`config.mk`:
```
export PLATFORM = sky130hd
export DESIGN_NAME = shift_req_arbiter
export DESIGN_NICKNAME = d
export VERILOG_FILES = /design/src/rtl/shift_req_arbiter_pkg.sv /design/src/rtl/four_bit_shifter.sv /design/src/rtl/shift_req_arbiter.sv
export SDC_FILE = /design/constraint.sdc
export NUM_CORES = 1
export LEC_CHECK = 0
export BUFFER_PORTS_ARGS = -buffer_cell sky130_fd_sc_hd__buf_4
export CAP_MARGIN = 25
export CORE_MARGIN = 3
export CORE_UTILIZATION = 30
export CTS_BUF_LIST = sky130_fd_sc_hd__clkbuf_8 sky130_fd_sc_hd__clkbuf_16
export CTS_CLUSTER_DIAMETER = 80
export DETAILED_ROUTE_END_ITERATION = 12
export SYNTH_ARGS = -nofsm -noshare
export SYNTH_HDL_FRONTEND = slang
export SYNTH_SLANG_ARGS = --single-unit
```
`constraint.sdc`:
```
create_clock -name clk -period 1.5 [get_ports clk]
set_input_delay 0.15 -clock clk [delete_from_list [all_inputs] [get_ports clk]]
set_output_delay 0.15 -clock clk [all_outputs]
set_load 0.005 [all_outputs]
```
`src/rtl/shift_req_arbiter_pkg.sv`:
```
// rtl/shift_req_arbiter_pkg.sv - shared types and constants for the shift request arbiter
// Contents: FSM state encoding, shift direction constants, default widths.
package shift_req_arbiter_pkg;

    localparam int WIDTH_DEF = 4;
    localparam int CNT_W_DEF = 2;

    localparam logic DIR_LEFT  = 1'b1;
    localparam logic DIR_RIGHT = 1'b0;

    typedef enum logic [1:0] {
        IDLE  = 2'd0,
        SHIFT = 2'd1,
        DONE  = 2'd2
    } state_t;

endpackage

```
`src/rtl/four_bit_shifter.sv`:
```
// rtl/four_bit_shifter.sv - single-position logical shifter, zero fill
// Ports:
//   in   operand
//   dir  1 = left (<<), 0 = right (>>)
//   out  operand shifted by one position
module four_bit_shifter
    import shift_req_arbiter_pkg::*;
#(
    parameter int WIDTH = WIDTH_DEF
) (
    input  logic [WIDTH-1:0] in,
    input  logic             dir,
    output logic [WIDTH-1:0] out
);

    always_comb begin
        if (dir == DIR_LEFT) begin
            out = in << 1;
        end else begin
            out = in >> 1;
        end
    end

endmodule

```
`src/rtl/shift_req_arbiter.sv`:
```
// rtl/shift_req_arbiter.sv - two-requester round-robin arbiter feeding a multi-cycle shifter
// Ports:
//   clk, rst                 clock, asynchronous active-high reset
//   reqN_valid/data/dir/cnt  command from requester N (N = 0, 1)
//   reqN_ready               command from requester N accepted this cycle
//   res_valid/data/id        shifted result and owning requester
//   res_ready                consumer accepts the result
//   busy                     operation in progress (state != IDLE)
module shift_req_arbiter
    import shift_req_arbiter_pkg::*;
#(
    parameter int WIDTH = WIDTH_DEF,
    parameter int CNT_W = CNT_W_DEF
) (
    input  logic             clk,
    input  logic             rst,
    input  logic             req0_valid,
    input  logic [WIDTH-1:0] req0_data,
    input  logic             req0_dir,
    input  logic [CNT_W-1:0] req0_cnt,
    output logic             req0_ready,
    input  logic             req1_valid,
    input  logic [WIDTH-1:0] req1_data,
    input  logic             req1_dir,
    input  logic [CNT_W-1:0] req1_cnt,
    output logic             req1_ready,
    output logic             res_valid,
    output logic [WIDTH-1:0] res_data,
    output logic             res_id,
    input  logic             res_ready,
    output logic             busy
);

    state_t           state;
    state_t           next_state;
    logic             ptr;
    logic [WIDTH-1:0] data_q;
    logic             dir_q;
    logic [CNT_W-1:0] cnt_q;
    logic             id_q;

    logic             grant_id;
    logic             accept;
    logic [WIDTH-1:0] sel_data;
    logic             sel_dir;
    logic [CNT_W-1:0] sel_cnt;
    logic [WIDTH-1:0] shifted;

    four_bit_shifter #(.WIDTH(WIDTH)) u_shifter (
        .in  (data_q),
        .dir (dir_q),
        .out (shifted)
    );

    // The pointer only breaks ties; a lone requester always wins.
    always_comb begin
        if (req0_valid && req1_valid) begin
            grant_id = ptr;
        end else begin
            grant_id = req1_valid;
        end
    end

    // Gated with rst so no handshake is reported while reset holds the block.
    assign req0_ready = (state == IDLE) && !rst && req0_valid && (grant_id == 1'b0);
    assign req1_ready = (state == IDLE) && !rst && req1_valid && (grant_id == 1'b1);
    assign accept     = req0_ready || req1_ready;

    assign sel_data = grant_id ? req1_data : req0_data;
    assign sel_dir  = grant_id ? req1_dir  : req0_dir;
    assign sel_cnt  = grant_id ? req1_cnt  : req0_cnt;

    always_ff @(posedge clk or posedge rst) begin
        if (rst) begin
            state <= IDLE;
        end else begin
            state <= next_state;
        end
    end

    always_comb begin
        next_state = state;
        case (state)
            IDLE: begin
                if (accept) begin
                    next_state = (sel_cnt != '0) ? SHIFT : DONE;
                end
            end
            SHIFT: begin
                // Leaving on the last step: cnt_q == 1 decrements to zero this edge.
                if (cnt_q == CNT_W'(1)) begin
                    next_state = DONE;
                end
            end
            DONE: begin
                if (res_ready) begin
                    next_state = IDLE;
                end
            end
            default: next_state = IDLE;
        endcase
    end

    always_ff @(posedge clk or posedge rst) begin
        if (rst) begin
            ptr    <= 1'b0;
            data_q <= '0;
            dir_q  <= 1'b0;
            cnt_q  <= '0;
            id_q   <= 1'b0;
        end else begin
            if (accept) begin
                data_q <= sel_data;
                dir_q  <= sel_dir;
                cnt_q  <= sel_cnt;
                id_q   <= grant_id;
            end else if (state == SHIFT) begin
                data_q <= shifted;
                cnt_q  <= cnt_q - CNT_W'(1);
            end
            if ((state == DONE) && res_ready) begin
                ptr <= ~id_q;
            end
        end
    end

    always_comb begin
        res_valid = (state == DONE);
        res_data  = res_valid ? data_q : '0;
        res_id    = res_valid && id_q;
        busy      = (state != IDLE);
    end

endmodule

```
==> results.sh, run 1 <==
export IMPL_run_status="completed"
export IMPL_drt_pass1_iterations=4
export IMPL_max_freq_mhz=709
export IMPL_place_gp_congestion=0.760
export IMPL_routed_via_density=4.82
export IMPL_skew_ps=2.89
export IMPL_path_class="reg2out"
export IMPL_final_core_util_pct=49.9
export IMPL_place_ws_ps=119
export IMPL_core_area_sq_um=2080
export IMPL_instances_no_fill=137
export IMPL_clk_path_buf_depth=2
export IMPL_rr_endpoint="data_q[0]$_DFFE_PP0P_"
export IMPL_crit_top_cell="buf_4"
export IMPL_post_route_period_util_pct=94.1
export IMPL_synth_area_top_cells="dfrtp_1 39%, mux2i_1 13%, and2_1 4.4%, a211oi_1 4.3%, a21oi_1 3.6%"
export IMPL_power_mw=1.73
export IMPL_dr_total_vias=660
export IMPL_whs_ps=207
export IMPL_area_growth_pct=47.6
export IMPL_antenna_found_initial=0
export IMPL_critPathRequiredTime_ps=1350
export IMPL_antenna_violating_nets_post_route=0
export IMPL_ys_warn_count=0
export IMPL_p_leak_nw=0.515
export IMPL_ff2ff_path_depth=4
export IMPL_crit_path_end_kind="output port"
export IMPL_initial_core_util_pct=33.8
export IMPL_path_buf_inv=2
export IMPL_cp_depth=4
export IMPL_clock_sinks=11
export IMPL_slowest_stage="dfrtp_2"
export IMPL_hold_violations=0
export IMPL_drv_slew=0
export IMPL_postSynthAreaPerCell_sq_um=9.39
export IMPL_finalSetupTns_ps=0
export IMPL_crit_path_start="state[1]$_DFFE_PP0P_"
export IMPL_path_max_fanout=7
export IMPL_crit_family="flip-flops"
export IMPL_grt_pass1_vias=624
export IMPL_grt_pass1_wl_microns=2700
export IMPL_drive_gt1_share_pct=40.9
export IMPL_die_area_sq_um=2970
export IMPL_path_clk_slew_ps=50
export IMPL_die_h_microns=54.5
export IMPL_fin_area_sq_um=1040
export IMPL_placed_area_sq_um=946
export IMPL_drc=0
export IMPL_routed_wl_microns=1730
export IMPL_crit_chain="nor2b_1 -> buf_4 -> and2_1 -> buf_4"
export IMPL_rsz0062_at_grt="no"
export IMPL_cts_htree_levels=1
export IMPL_cpPeakStageDelay_ps=450
export IMPL_worst_slew_pin_transition_ps=480
export IMPL_syn_area_sq_um=704
export IMPL_period_minus_slack_ps=1410
export IMPL_ys_ff_latch=11
export IMPL_grt_usage_pct=13.3
export IMPL_die_w_microns=54.5
export IMPL_hp_class="in2reg"
export IMPL_insertion_delay_ps=240
export IMPL_initialDrtViolationCount=7
export IMPL_ff2ff_setup_slack_ps=140
export IMPL_io_pins=28
export IMPL_grt_remaining_overflow=0
export IMPL_ir_drop_v=0.000732
export IMPL_postLayoutSetupSlackWorst_ps=89.0
export IMPL_syn_num_nets=95
export IMPL_layout_nets=131
export IMPL_seq_area_frac_synth_pct=39.1
export IMPL_fp_row_count=16
export IMPL_place_inst=129
export IMPL_cts_root_buf="clkbuf_8"
export IMPL_cp_start_kind="flip-flop"
export IMPL_cts_tree="done"
export IMPL_cp_endpoint="res_data[1]"
export IMPL_pwr_density_cell_nw_per_um2=1670
export IMPL_synth_top_area_share_pct=39.1
export IMPL_synth_top_area_cell="dfrtp_1"
export IMPL_ys_types=29
export IMPL_antenna_cells=0
export IMPL_reg2reg_from="state[1]$_DFFE_PP0P_"
export IMPL_maxCapViolCount=0
export IMPL_grt_max_degree=12
export IMPL_crit_arrival_ps=1260
export IMPL_wire_per_inst_microns=12.6
export IMPL_maxSlewHeadroom_pct=67.8
export IMPL_syn_inst=75
export IMPL_dp_hpwl_microns=1350
export IMPL_port_buffers=27
export IMPL_setup_violations=0
export IMPL_numCtsBuffers=3
[worst reg2reg max path: cells and delay by family, from the launching register on]
kind            cells  cell delay (ps)
simple gates        1              280
compound gates      2              300
flops               1              450
buf+inv             1              210
[kinds of logic after synthesis]
logic type	Yosys count	synth area share, %
adder cells (fa/ha/maj)	1	1.78
AO/OA/AOI/OAI	21	21.7
AND/OR/NAND/NOR	25	18.3
buffers and inverters	6	3.55
XOR/XNOR	1	1.24
flip-flops	11	39.1
multiplexers	10	14.4
[layer usage]
| metal | vias up | wire length (microns) | GRT usage (%) |
|---|---|---|---|
| met5 | - | 0 | 0 |
| met2 | 20 | 797 | 20.3 |
| met1 | 296 | 794 | 16.4 |
| met3 | 4 | 107 | 3.27 |
| li1 | 340 | - | - |
| met4 | 0 | 26 | 8.71 |
[synthesized netlist by cell type (all sizes together)]
cell type / instances
o221ai: 1
nand2: 6
a21oi: 6
nand2b: 1
dfrtp: 11
a211oi: 4
o2bb2ai: 1
nor3: 2
nor3b: 1
buf: 2
o21bai: 1
a21o: 1
o21a: 1
xnor2: 1
mux2: 1
nor2b: 3
and2: 5
nor2: 6
nand3: 1
o21ai: 5
o22ai: 1
mux2i: 9
ha: 1
inv: 4
[cell type report]
class / instances / area, sq um
Timing Repair Buffer: 33 / 250
Fill cell: 194 / 1040
Inverter: 4 / 15.0
Clock inverter: 1 / 3.75
Multi-Input combinational cell: 58 / 418
Tap cell: 27 / 33.8
Sequential cell: 11 / 278
Clock buffer: 3 / 41.3
[layout by cell type, fill, tap and decap left out, drive strengths merged, types with 2 or more instances in the layout]
cell | Yosys | final
buf | 2 | 32
dfrtp | 11 | 11
mux2i | 9 | 9
nand2 | 6 | 6
a21oi | 6 | 6
nor2 | 6 | 6
and2 | 5 | 5
inv | 4 | 5
o21ai | 5 | 5
a211oi | 4 | 4
nor2b | 3 | 3
clkbuf | 0 | 3
nor3 | 2 | 2
[timing repair]
item                                    in CTS  in global routing
pin swaps                                    0                  2
hold buffers                                 1                  0
endpoints found under the hold margin       11                  0
endpoints found under the setup margin       1                  2
gates resized for setup                      1                  4
setup buffers                                0                  3
[how the worst min path moves through the flow]
| stage | cells past startpoint | slack [ps] | from | endpoint |
|---|---|---|---|---|
| 2_1_floorplan | 1 | 2 | rst | cnt_q[0]$_DFFE_PP0P_ |
| 3_3_place_gp | 2 | 200 | rst | id_q$_DFFE_PP0P_ |
| 3_5_place_dp | 2 | 210 | rst | ptr$_DFFE_PP0P_ |
| 4_1_cts | 3 | 200 | res_ready | ptr$_DFFE_PP0P_ |
| 5_1_grt | 3 | 220 | req1_cnt[1] | cnt_q[1]$_DFFE_PP0P_ |
| 6_report | 3 | 210 | req1_data[3] | data_q[3]$_DFFE_PP0P_ |
[where the power goes]
group	switching [mW]	internal (mW)	total [mW]
registers	0.157	0.451	0.607
clock network	0.111	0.180	0.291
logic	0.382	0.454	0.836
[state kept, by name, summed over array words and instances, names as in the netlist]
name and flops:
data_q 4, cnt_q 2, state 2, dir_q 1
id_q 1, ptr 1
No activity file was read; power rests on OpenSTA's default activity.
==> run 2, diff against run 1 <==
- clock period: 1.5 -> 1.63 ns (I/O delays scaled with it)
==> results.sh, run 2 (same netlist as run 1, synthesis figures left out) <==
export IMPL_reg_top3="data_q x4, cnt_q x2, state x2"
export IMPL_register_area_sq_um=275
export IMPL_finalSetupTns_ps=0
export IMPL_grt_remaining_overflow=0
export IMPL_hp_class="in2reg"
export IMPL_mostFrequentLayoutCells="29 x buf_4, 11 x dfrtp_1, 9 x mux2i_1"
export IMPL_final_common_cell="buf_4"
export IMPL_dr_total_vias=667
export IMPL_drt_pass1_iterations=2
export IMPL_multi_input_area_sq_um=404
export IMPL_numCtsBuffers=3
export IMPL_port_buffers=27
export IMPL_power_internal_mw=0.963
export IMPL_p_leak_nw=0.502
export IMPL_skew_ps=3.81
export IMPL_place_gp_congestion=0.784
export IMPL_max_freq_mhz=648
export IMPL_pwr_density_cell_nw_per_um2=1530
export IMPL_dp_hpwl_microns=1320
export IMPL_path_max_fanout=4
export IMPL_reg2reg_from="state[1]$_DFFE_PP0P_"
export IMPL_whs_ps=224
export IMPL_switching_share_pct=37.1
export IMPL_largest_register="data_q"
export IMPL_clock_sinks=11
export IMPL_cts_htree_levels=1
export IMPL_post_route_period_util_pct=94.7
export IMPL_grt_usage_pct=12.2
export IMPL_hold_end="cnt_q[1]$_DFFE_PP0P_"
export IMPL_drive_gt1_share_pct=35.5
export IMPL_insertion_delay_ps=230
export IMPL_hold_start="req1_cnt[1]"
export IMPL_drc=0
export IMPL_ff2ff_path_depth=4
export IMPL_fp_row_count=16
export IMPL_pwr_share_seq_pct=35.3
export IMPL_grt_max_degree=12
export IMPL_hold_path_depth=3
export IMPL_drv_slew=0
export IMPL_die_h_microns=54.5
export IMPL_p_clk_share_pct=17.0
export IMPL_area_growth_pct=42.1
export IMPL_critPathRequiredTime_ps=1470
export IMPL_fillers=207
export IMPL_worst_slew_pin_transition_ps=500
export IMPL_setup_violations=0
export IMPL_antenna_cells=0
export IMPL_p_switching_mw=0.568
export IMPL_rr_endpoint="data_q[2]$_DFFE_PP0P_"
export IMPL_clk_path_buf_depth=2
export IMPL_maxCapViolCount=0
export IMPL_period_minus_slack_ps=1540
export IMPL_wire_per_inst_microns=12.3
export IMPL_layout_nets=128
export IMPL_combPwrFrac_pct=47.6
export IMPL_run_status="completed"
export IMPL_routed_wl_microns=1650
export IMPL_rsz0062_at_grt="yes"
export IMPL_initialDrtViolationCount=4
export IMPL_cts_repair_resized=0
export IMPL_path_clk_slew_ps=50
export IMPL_hold_violations=0
export IMPL_largest_register_ffs=4
export IMPL_core_area_sq_um=2080
export IMPL_die_area_sq_um=2970
export IMPL_ir_drop_v=0.000756
export IMPL_ff2ff_setup_slack_ps=240
export IMPL_cts_root_buf="clkbuf_8"
export IMPL_grt_pass1_vias=653
export IMPL_path_class="in2out"
export IMPL_routed_via_density=4.98
export IMPL_grt_pass1_wl_microns=2570
export IMPL_cts_tree="done"
export IMPL_initial_core_util_pct=33.8
export IMPL_maxSlewHeadroom_pct=66.5
export IMPL_die_w_microns=54.5
export IMPL_crit_arrival_ps=1380
export IMPL_antenna_found_initial=0
export IMPL_cp_start_kind="input pin"
export IMPL_crit_path_end_kind="output port"
export IMPL_antenna_violating_nets_post_route=0
export IMPL_io_pins=28
-- run 2: cell types whose count changed in the layout (fill, tap and decap cells not counted), sizes merged --
| cell | before | now |
|---|---|---|
| buf | 32 | 29 |
-- run 2: area by class of cell --
type,count,area share (%)
flip-flops and latches,11,27.5
clock inverters,1,0.375
well taps,27,3.38
multi-input cells,58,40.4
inverters,4,1.50
repair buffers,30,22.7
clock buffers,3,4.13
-- run 2: worst max path at each step --
stage	from	endpoint	cells after the start
after floorplan	state[0]$_DFFE_PP0P_	state[1]$_DFFE_PP0P_	5
after global placement	state[1]$_DFFE_PP0P_	data_q[2]$_DFFE_PP0P_	4
after global routing	rst	req0_ready	6
after detailed placement	ptr$_DFFE_PP0P_	data_q[0]$_DFFE_PP0P_	4
final	rst	req0_ready	6
after CTS	rst	req0_ready	6
-- run 2: power by group through the flow --
stage	registers [mW]	logic (mW)	clock network (mW)
finish	0.541	0.729	0.261
global route	0.561	0.832	0.277
CTS	0.541	0.738	0.263
detailed placement	0.545	0.734	0
global placement	0.545	0.730	0
floorplan	0.511	0.512	0
-- run 2: repair_timing --
item / CTS / global route
hold buffers: 1 / 0
setup buffers: 0 / 0
setup endpoints to repair: 0 / 6
endpoints found under the hold margin: 11 / 0
-- run 2: per-stage QoR --
stage / setup WS (ps) / power [mW] / instances / util, % / instance area (sq um)
floorplan: 434 / 1.02 / 75 / - / 704
detailed placement: 248 / 1.28 / 129 / 45.4 / 946
CTS: 71.0 / 1.54 / 134 / 48.1 / 1000
finish: 87.0 / 1.53 / 134 / 48.1 / 1000
global route: -29.3 / 1.67 / 134 / 48.1 / 1000
global placement: 262 / 1.28 / 129 / 45.4 / 946
-- run 2: worst max-delay path: stages --
cell and delay, ps:
dlygate4sd3_1 540, buf_4 150, nor3_2 200, nand2_1 110
nor2b_1 110, buf_4 110
-- run 2: per-layer routing --
layer	GRT usage, %	share of wire (%)
met2	21.7	48
met1	14.1	46
met4	4.98	0.79
met5	0	0
met3	2.45	5.1
